==> config.mk <==
export PLATFORM = sky130hd
export DESIGN_NAME = eeprom_spi_capture
export DESIGN_NICKNAME = d
export VERILOG_FILES = /design/src/rtl/eeprom_spi_capture.sv
export SDC_FILE = /design/constraint.sdc
export NUM_CORES = 1
export LEC_CHECK = 0
export ABC_AREA = 1
export BUFFER_PORTS_ARGS = -buffer_cell sky130_fd_sc_hd__buf_4
export CORE_ASPECT_RATIO = 1.1
export CORE_UTILIZATION = 50
export DETAILED_ROUTE_END_ITERATION = 6
export PLACE_DENSITY = 0.78
export RECOVER_POWER = 25
export SLEW_MARGIN = 20
export SYNTH_ARGS = -nofsm -noshare
export SYNTH_HDL_FRONTEND = slang
export SYNTH_SLANG_ARGS = --single-unit
==> constraint.sdc <==
create_clock -name SClk -period 7.45 [get_ports SClk]
set_input_delay 0.3725 -clock SClk [delete_from_list [all_inputs] [get_ports SClk]]
set_output_delay 0.3725 -clock SClk [all_outputs]
set_load 0.005 [all_outputs]
==> src/rtl/eeprom_spi_capture.sv <==
// eeprom_spi_capture: deserialises EEPROM write-back SPI frames into
// write/erase records and queues them in a FWFT FIFO for the flash engine.
//
// Ports:
//   SClk, nReset          clock, synchronous active-low reset
//   SPIDo, SPISel,        serial stream from the EEPROM core (MSB first,
//   SPIClkRunning         SPISel active low, SPIClkRunning qualifies bits)
//   ClearFlags            clears Overflow / FrameError (and DropCount)
//   RecValid, RecReady    record handshake toward the persistence engine
//   RecCommand, RecData,  head record contents
//   RecIsErase
//   Overflow, FrameError  sticky status flags
//   Busy                  a frame is being shifted in
//   DropCount             only with EEPROM_SPI_CAPTURE_DROPCOUNT_EN defined
module eeprom_spi_capture #(
    parameter int FifoDepthLog2 = 2
) (
    input  logic        SClk,
    input  logic        nReset,
    input  logic        SPIDo,
    input  logic        SPISel,
    input  logic        SPIClkRunning,
    input  logic        ClearFlags,
    output logic        RecValid,
    input  logic        RecReady,
    output logic [15:0] RecCommand,
    output logic [15:0] RecData,
    output logic        RecIsErase,
    output logic        Overflow,
    output logic        FrameError,
    output logic        Busy
`ifdef EEPROM_SPI_CAPTURE_DROPCOUNT_EN
    ,
    output logic [7:0]  DropCount
`endif
);

    localparam int Depth = 1 << FifoDepthLog2;

    localparam logic [1:0] IDLE   = 2'd0;
    localparam logic [1:0] SHIFT  = 2'd1;
    localparam logic [1:0] COMMIT = 2'd2;

    localparam logic [5:0] CntSat = 6'd33;

    logic [1:0]  state;
    logic [31:0] shift_q;
    logic [5:0]  bit_cnt;
    logic        take_bit;

    assign take_bit = !SPISel && SPIClkRunning;

    // COMMIT behaves like IDLE for frame start, so back-to-back frames
    // lose no bits.
    always_ff @(posedge SClk) begin
        if (!nReset) begin
            state   <= IDLE;
            shift_q <= '0;
            bit_cnt <= '0;
        end else begin
            unique case (state)
                IDLE, COMMIT: begin
                    if (!SPISel) begin
                        state   <= SHIFT;
                        bit_cnt <= take_bit ? 6'd1 : 6'd0;
                        if (take_bit)
                            shift_q <= {shift_q[30:0], SPIDo};
                    end else begin
                        state <= IDLE;
                    end
                end
                SHIFT: begin
                    if (SPISel) begin
                        state <= COMMIT;
                    end else if (take_bit) begin
                        shift_q <= {shift_q[30:0], SPIDo};
                        if (bit_cnt != CntSat)
                            bit_cnt <= bit_cnt + 6'd1;
                    end
                end
                default: state <= IDLE;
            endcase
        end
    end

    assign Busy = (state == SHIFT);

    logic        commit;
    logic        frame_erase;
    logic        frame_write;
    logic        rec_good;
    logic        ferr_set;
    logic [15:0] rec_cmd;
    logic [15:0] rec_data;

    assign commit      = (state == COMMIT);
    assign frame_erase = (bit_cnt == 6'd16);
    assign frame_write = (bit_cnt == 6'd32);
    assign rec_good    = commit && (frame_erase || frame_write);
    assign ferr_set    = commit && !(frame_erase || frame_write);
    assign rec_cmd     = frame_write ? shift_q[31:16] : shift_q[15:0];
    assign rec_data    = frame_write ? shift_q[15:0] : 16'hFFFF;

    logic [FifoDepthLog2:0]   wr_ptr;
    logic [FifoDepthLog2:0]   rd_ptr;
    logic [FifoDepthLog2-1:0] wr_idx;
    logic [FifoDepthLog2-1:0] rd_idx;
    logic [15:0]              cmd_mem [Depth];
    logic [15:0]              data_mem[Depth];
    logic                     erase_mem[Depth];
    logic                     empty;
    logic                     full;
    logic                     pop;
    logic                     push;
    logic                     ovf_set;

    assign wr_idx = wr_ptr[FifoDepthLog2-1:0];
    assign rd_idx = rd_ptr[FifoDepthLog2-1:0];
    assign empty  = (wr_ptr == rd_ptr);
    assign full   = (wr_ptr[FifoDepthLog2] != rd_ptr[FifoDepthLog2]) &&
                    (wr_idx == rd_idx);
    assign pop    = RecValid && RecReady;
    // A pop on the same edge frees the slot the push needs.
    assign push    = rec_good && (!full || pop);
    assign ovf_set = rec_good && full && !pop;

    always_ff @(posedge SClk) begin
        if (!nReset) begin
            wr_ptr <= '0;
            rd_ptr <= '0;
        end else begin
            if (push)
                wr_ptr <= wr_ptr + 1'b1;
            if (pop)
                rd_ptr <= rd_ptr + 1'b1;
        end
    end

    always_ff @(posedge SClk) begin
        if (push) begin
            cmd_mem[wr_idx]   <= rec_cmd;
            data_mem[wr_idx]  <= rec_data;
            erase_mem[wr_idx] <= frame_erase;
        end
    end

    assign RecValid   = !empty;
    assign RecCommand = RecValid ? cmd_mem[rd_idx] : 16'h0000;
    assign RecData    = RecValid ? data_mem[rd_idx] : 16'h0000;
    assign RecIsErase = RecValid ? erase_mem[rd_idx] : 1'b0;

    // Set has priority over ClearFlags.
    always_ff @(posedge SClk) begin
        if (!nReset) begin
            Overflow   <= 1'b0;
            FrameError <= 1'b0;
        end else begin
            if (ovf_set)
                Overflow <= 1'b1;
            else if (ClearFlags)
                Overflow <= 1'b0;
            if (ferr_set)
                FrameError <= 1'b1;
            else if (ClearFlags)
                FrameError <= 1'b0;
        end
    end

`ifdef EEPROM_SPI_CAPTURE_DROPCOUNT_EN
    logic [7:0] drop_cnt;

    always_ff @(posedge SClk) begin
        if (!nReset) begin
            drop_cnt <= 8'h00;
        end else if (ovf_set || ferr_set) begin
            if (drop_cnt != 8'hFF)
                drop_cnt <= drop_cnt + 8'h01;
        end else if (ClearFlags) begin
            drop_cnt <= 8'h00;
        end
    end

    assign DropCount = drop_cnt;
`endif

endmodule

==> results.md <==
* PortBufs at between 40 and 50
* Largest family of logic cells by synthesized area: simple AND/OR/NAND/NOR gates
* Hold-fix buffers, CTS at 0
* CTS tree: done
* Fin. max-slew vios at 34
* Clock transition at path regs at 0.06 ns
* Non-Filler Instances at 985
* Synth warn at 0
* Post-cts sizing count at 0
* Largest net degree at the start of global routing at about 70
* Status: finished with violations
* Tightest Pin Transition at ~1.8 ns
* Peak Freq at 298.2 MHz
* HP Class: in2reg
* Via density at 5.244
* Crit Path Class: reg2reg
* Post-Synth Adder-Cell Area at 0.01299
* Tmin final at around 3.4 ns
* 1st-iter DRT viols at 404
* Die X at around 120 µm
* Hpwl dp at 8240 µm
* CP max stage cell: nor2_1
* Cells after Synth at 750
* Ys async rst share at 0
* Final Hold Vio Count at 0
* Final TNS setup at 0 ns
* Congestion Overflow GR at 0
* Setup Viol. Count Final at 0
* Number of remaining DRC errors at 0
* P&R area growth vs syn at 12.69%
* Critical Path, Cell by Cell: nand2_1, inv_1, nor2_1, inv_1, o21ai_0, a21oi_1
* Most used cell, CP: inv_1
* First-pass GRT wire length at between 20000 and 25000 µm
* Core ar. at 15050 µm²
* # H-tree levels at 4
* Synth Area in XOR/XNOR at 0.005682
* Dpl cells at around 950
* Post-DRT Antenna Nets at 0
* Failing checks: capacitance limit, slew limit
* Worst rel slew slack at -0.2122
* Clock Latency Late Sink at 0.43 ns
* CTS Sinks at between 150 and 200
* TritonCTS Buffers at 17
* Mux cell area share after synthesis at 0
* I/O Pins at 44
* Via count at around 5200
* Setup bufs post-CTS at 0
* First-pass DRT Iterations at 5
* Vias in the first global route at between 4000 and 5000
* Peak supply drop at ~0.00015 V
* Setup repair after global routing missed its margin: false
* Die Height at 132.2 µm
* Crit path launch type: flip-flop
* Layout cells sized above 1 at 0.1331
* Diodes inserted at 0
* Initial Util at 0.5120
* Antenna violations before repair at 0
* Yosys reg bits at 182
* Post-synth EDFFs at between 100 and 150
* Fin crit share at 0.4502
* Pwr/cell area at 244.0 nW/µm²
* RePlAce Congestion at around 0.77
* Max Root-Sink Buffers at 2
* Seq/Total Area, Yosys at 0.6442
* Top Family by Delay on Critical Path: simple AND/OR/NAND/NOR gates
* Syn Std Cell Area at 7707 µm²
* Die ar. at 15920 µm²
* CP max FO at 33
* Max Clock Skew at between 0.01 and 0.015 ns
* Total Wirelength at ~14000 µm
* Syn nets at 765
* Crit path DAT at 3.63 ns
* Clk root buf: clkbuf_16
* Post-synth top flop: edfxtp_1
* Crit path setup slack, layout at approximately 4.1 ns
* Post-place setup slack at around 4.5 ns
* Worst Path Buf+Inv at 2
* Layout Nets at ~800
* Max Cap Viol at 1
* Wire per inst at ~14 µm
* Complex-gate fraction of the synthesized area at 0.09367
* Avg Cell Area, Syn at 10.28 µm²
* Synth Area in Simple Gates at 0.1802
* Critical path capture point type: flip-flop
* Cell variety after synth at 30
* GRT Overall Usage at 0.1890
* CP max stage delay at 1.33 ns
* Req. time, crit path at around 7.7 ns
* FP Rows at 47
* Leak at 3.371 nW
==> layer usage <==
metal	routed length [µm]	up-vias	track usage
li1	-	2565	-
met1	6230	2455	0.2366
met2	7112	127	0.3212
met3	640	18	0.03763
met4	201	0	0.07407
met5	0	-	0
==> through the flow <==
| stage | cell area, µm² | utilization | hold slack, ns | total power [mW] |
|---|---|---|---|---|
| final | 8686 | 0.5770 | 0.1587 | 2.119 |
| after global routing | 8686 | 0.5770 | 0.1434 | 2.190 |
| after CTS | 8670 | 0.5759 | 0.1424 | 2.134 |
| after detailed placement | 8069 | 0.5360 | 0.4574 | 1.246 |
| after global placement | 8069 | 0.5360 | 0.4585 | 1.244 |
| after floorplan | 7707 | - | 0.4518 | 1.209 |
==> worst register-to-register path, delay by kind of cell, from the launching register on <==
| family | cells | cell delay, ns |
|---|---|---|
| buf+inv | 2 | 1.02 |
| compound gates | 2 | 0.44 |
| simple gates | 2 | 1.41 |
| flops | 1 | 0.35 |
==> cell usage in the layout (no fill, tap or decap), types with 2 or more instances in the layout <==
cell / count
a21oi_1: 12
buf_4: 41
bufinv_16: 3
clkbuf_1: 3
clkbuf_16: 17
clkbuf_4: 2
clkbuf_8: 3
clkinv_2: 4
dfxtp_1: 48
edfxtp_1: 132
ha_1: 8
inv_1: 58
inv_2: 4
nand2_1: 113
nand2_2: 3
nand3_1: 13
nor2_1: 181
nor2_2: 2
nor2_4: 6
nor3_1: 2
o21ai_0: 68
o21ai_1: 3
o32ai_1: 33
or2_0: 5
or2_2: 10
xor2_1: 5
==> cells in the mapped netlist, types with 9 or more instances <==
cell | count | area share
o21ai_0 | 68 | 0.044
dfxtp_1 | 50 | 0.13
o32ai_1 | 33 | 0.038
edfxtp_1 | 132 | 0.51
inv_1 | 58 | 0.028
nand3_1 | 12 | 0.0078
nor2_1 | 183 | 0.089
or2_2 | 10 | 0.0081
a21oi_1 | 12 | 0.0078
nand2_1 | 111 | 0.054
buf_2 | 9 | 0.0058
clkbuf_1 | 17 | 0.0083
==> final cells by class <==
class | count | area, µm²
flip-flops and latches | 182 | 4970
well taps | 196 | 245.2
repair buffers | 46 | 374.1
clock inverters | 9 | 126.4
multi-input cells | 467 | 2255
clock buffers | 22 | 474.2
fillers | 1251 | 6369
inverters | 63 | 241.5
==> where the power goes <==
group | leakage [nW] | switching, mW | internal [mW]
Combinational | 1.56 | 0.0695 | 0.0441
Sequential | 1.52 | 0.0163 | 1.09
Clock | 0.296 | 0.347 | 0.550
Total | 3.37 | 0.433 | 1.69
==> kinds of logic (layout without fill, tap and decap cells) <==
group | count (synthesis) | in the layout
flip-flops | 182 | 182
AND/OR/NAND/NOR | 336 | 336
buffers and inverters | 101 | 140
adder cells (fa/ha/maj) | 8 | 8
AO/OA/AOI/OAI | 118 | 118
XOR/XNOR | 5 | 5
==> sequential cells by signal, summed over array words and instances, names as in the netlist, named ones only <==
name        count
data_mem       64
FrameError      1
erase_mem       4
shift_q        32
cmd_mem        64
Overflow        1
rd_ptr          3
bit_cnt         6
wr_ptr          3
state           2
==> final timing paths <==
path / from / end / slack (ns) / cells past startpoint
worst max-delay path: state[0] / shift_q[15] / 4.10 / 6
worst min-delay path: SPISel / state[0] / 0.16 / 2
worst max register to register: state[0] / shift_q[15] / 4.10 / 6
worst min register to register: FrameError / FrameError / 0.47 / 2
Note: power is estimated with default switching activity, not from simulation.
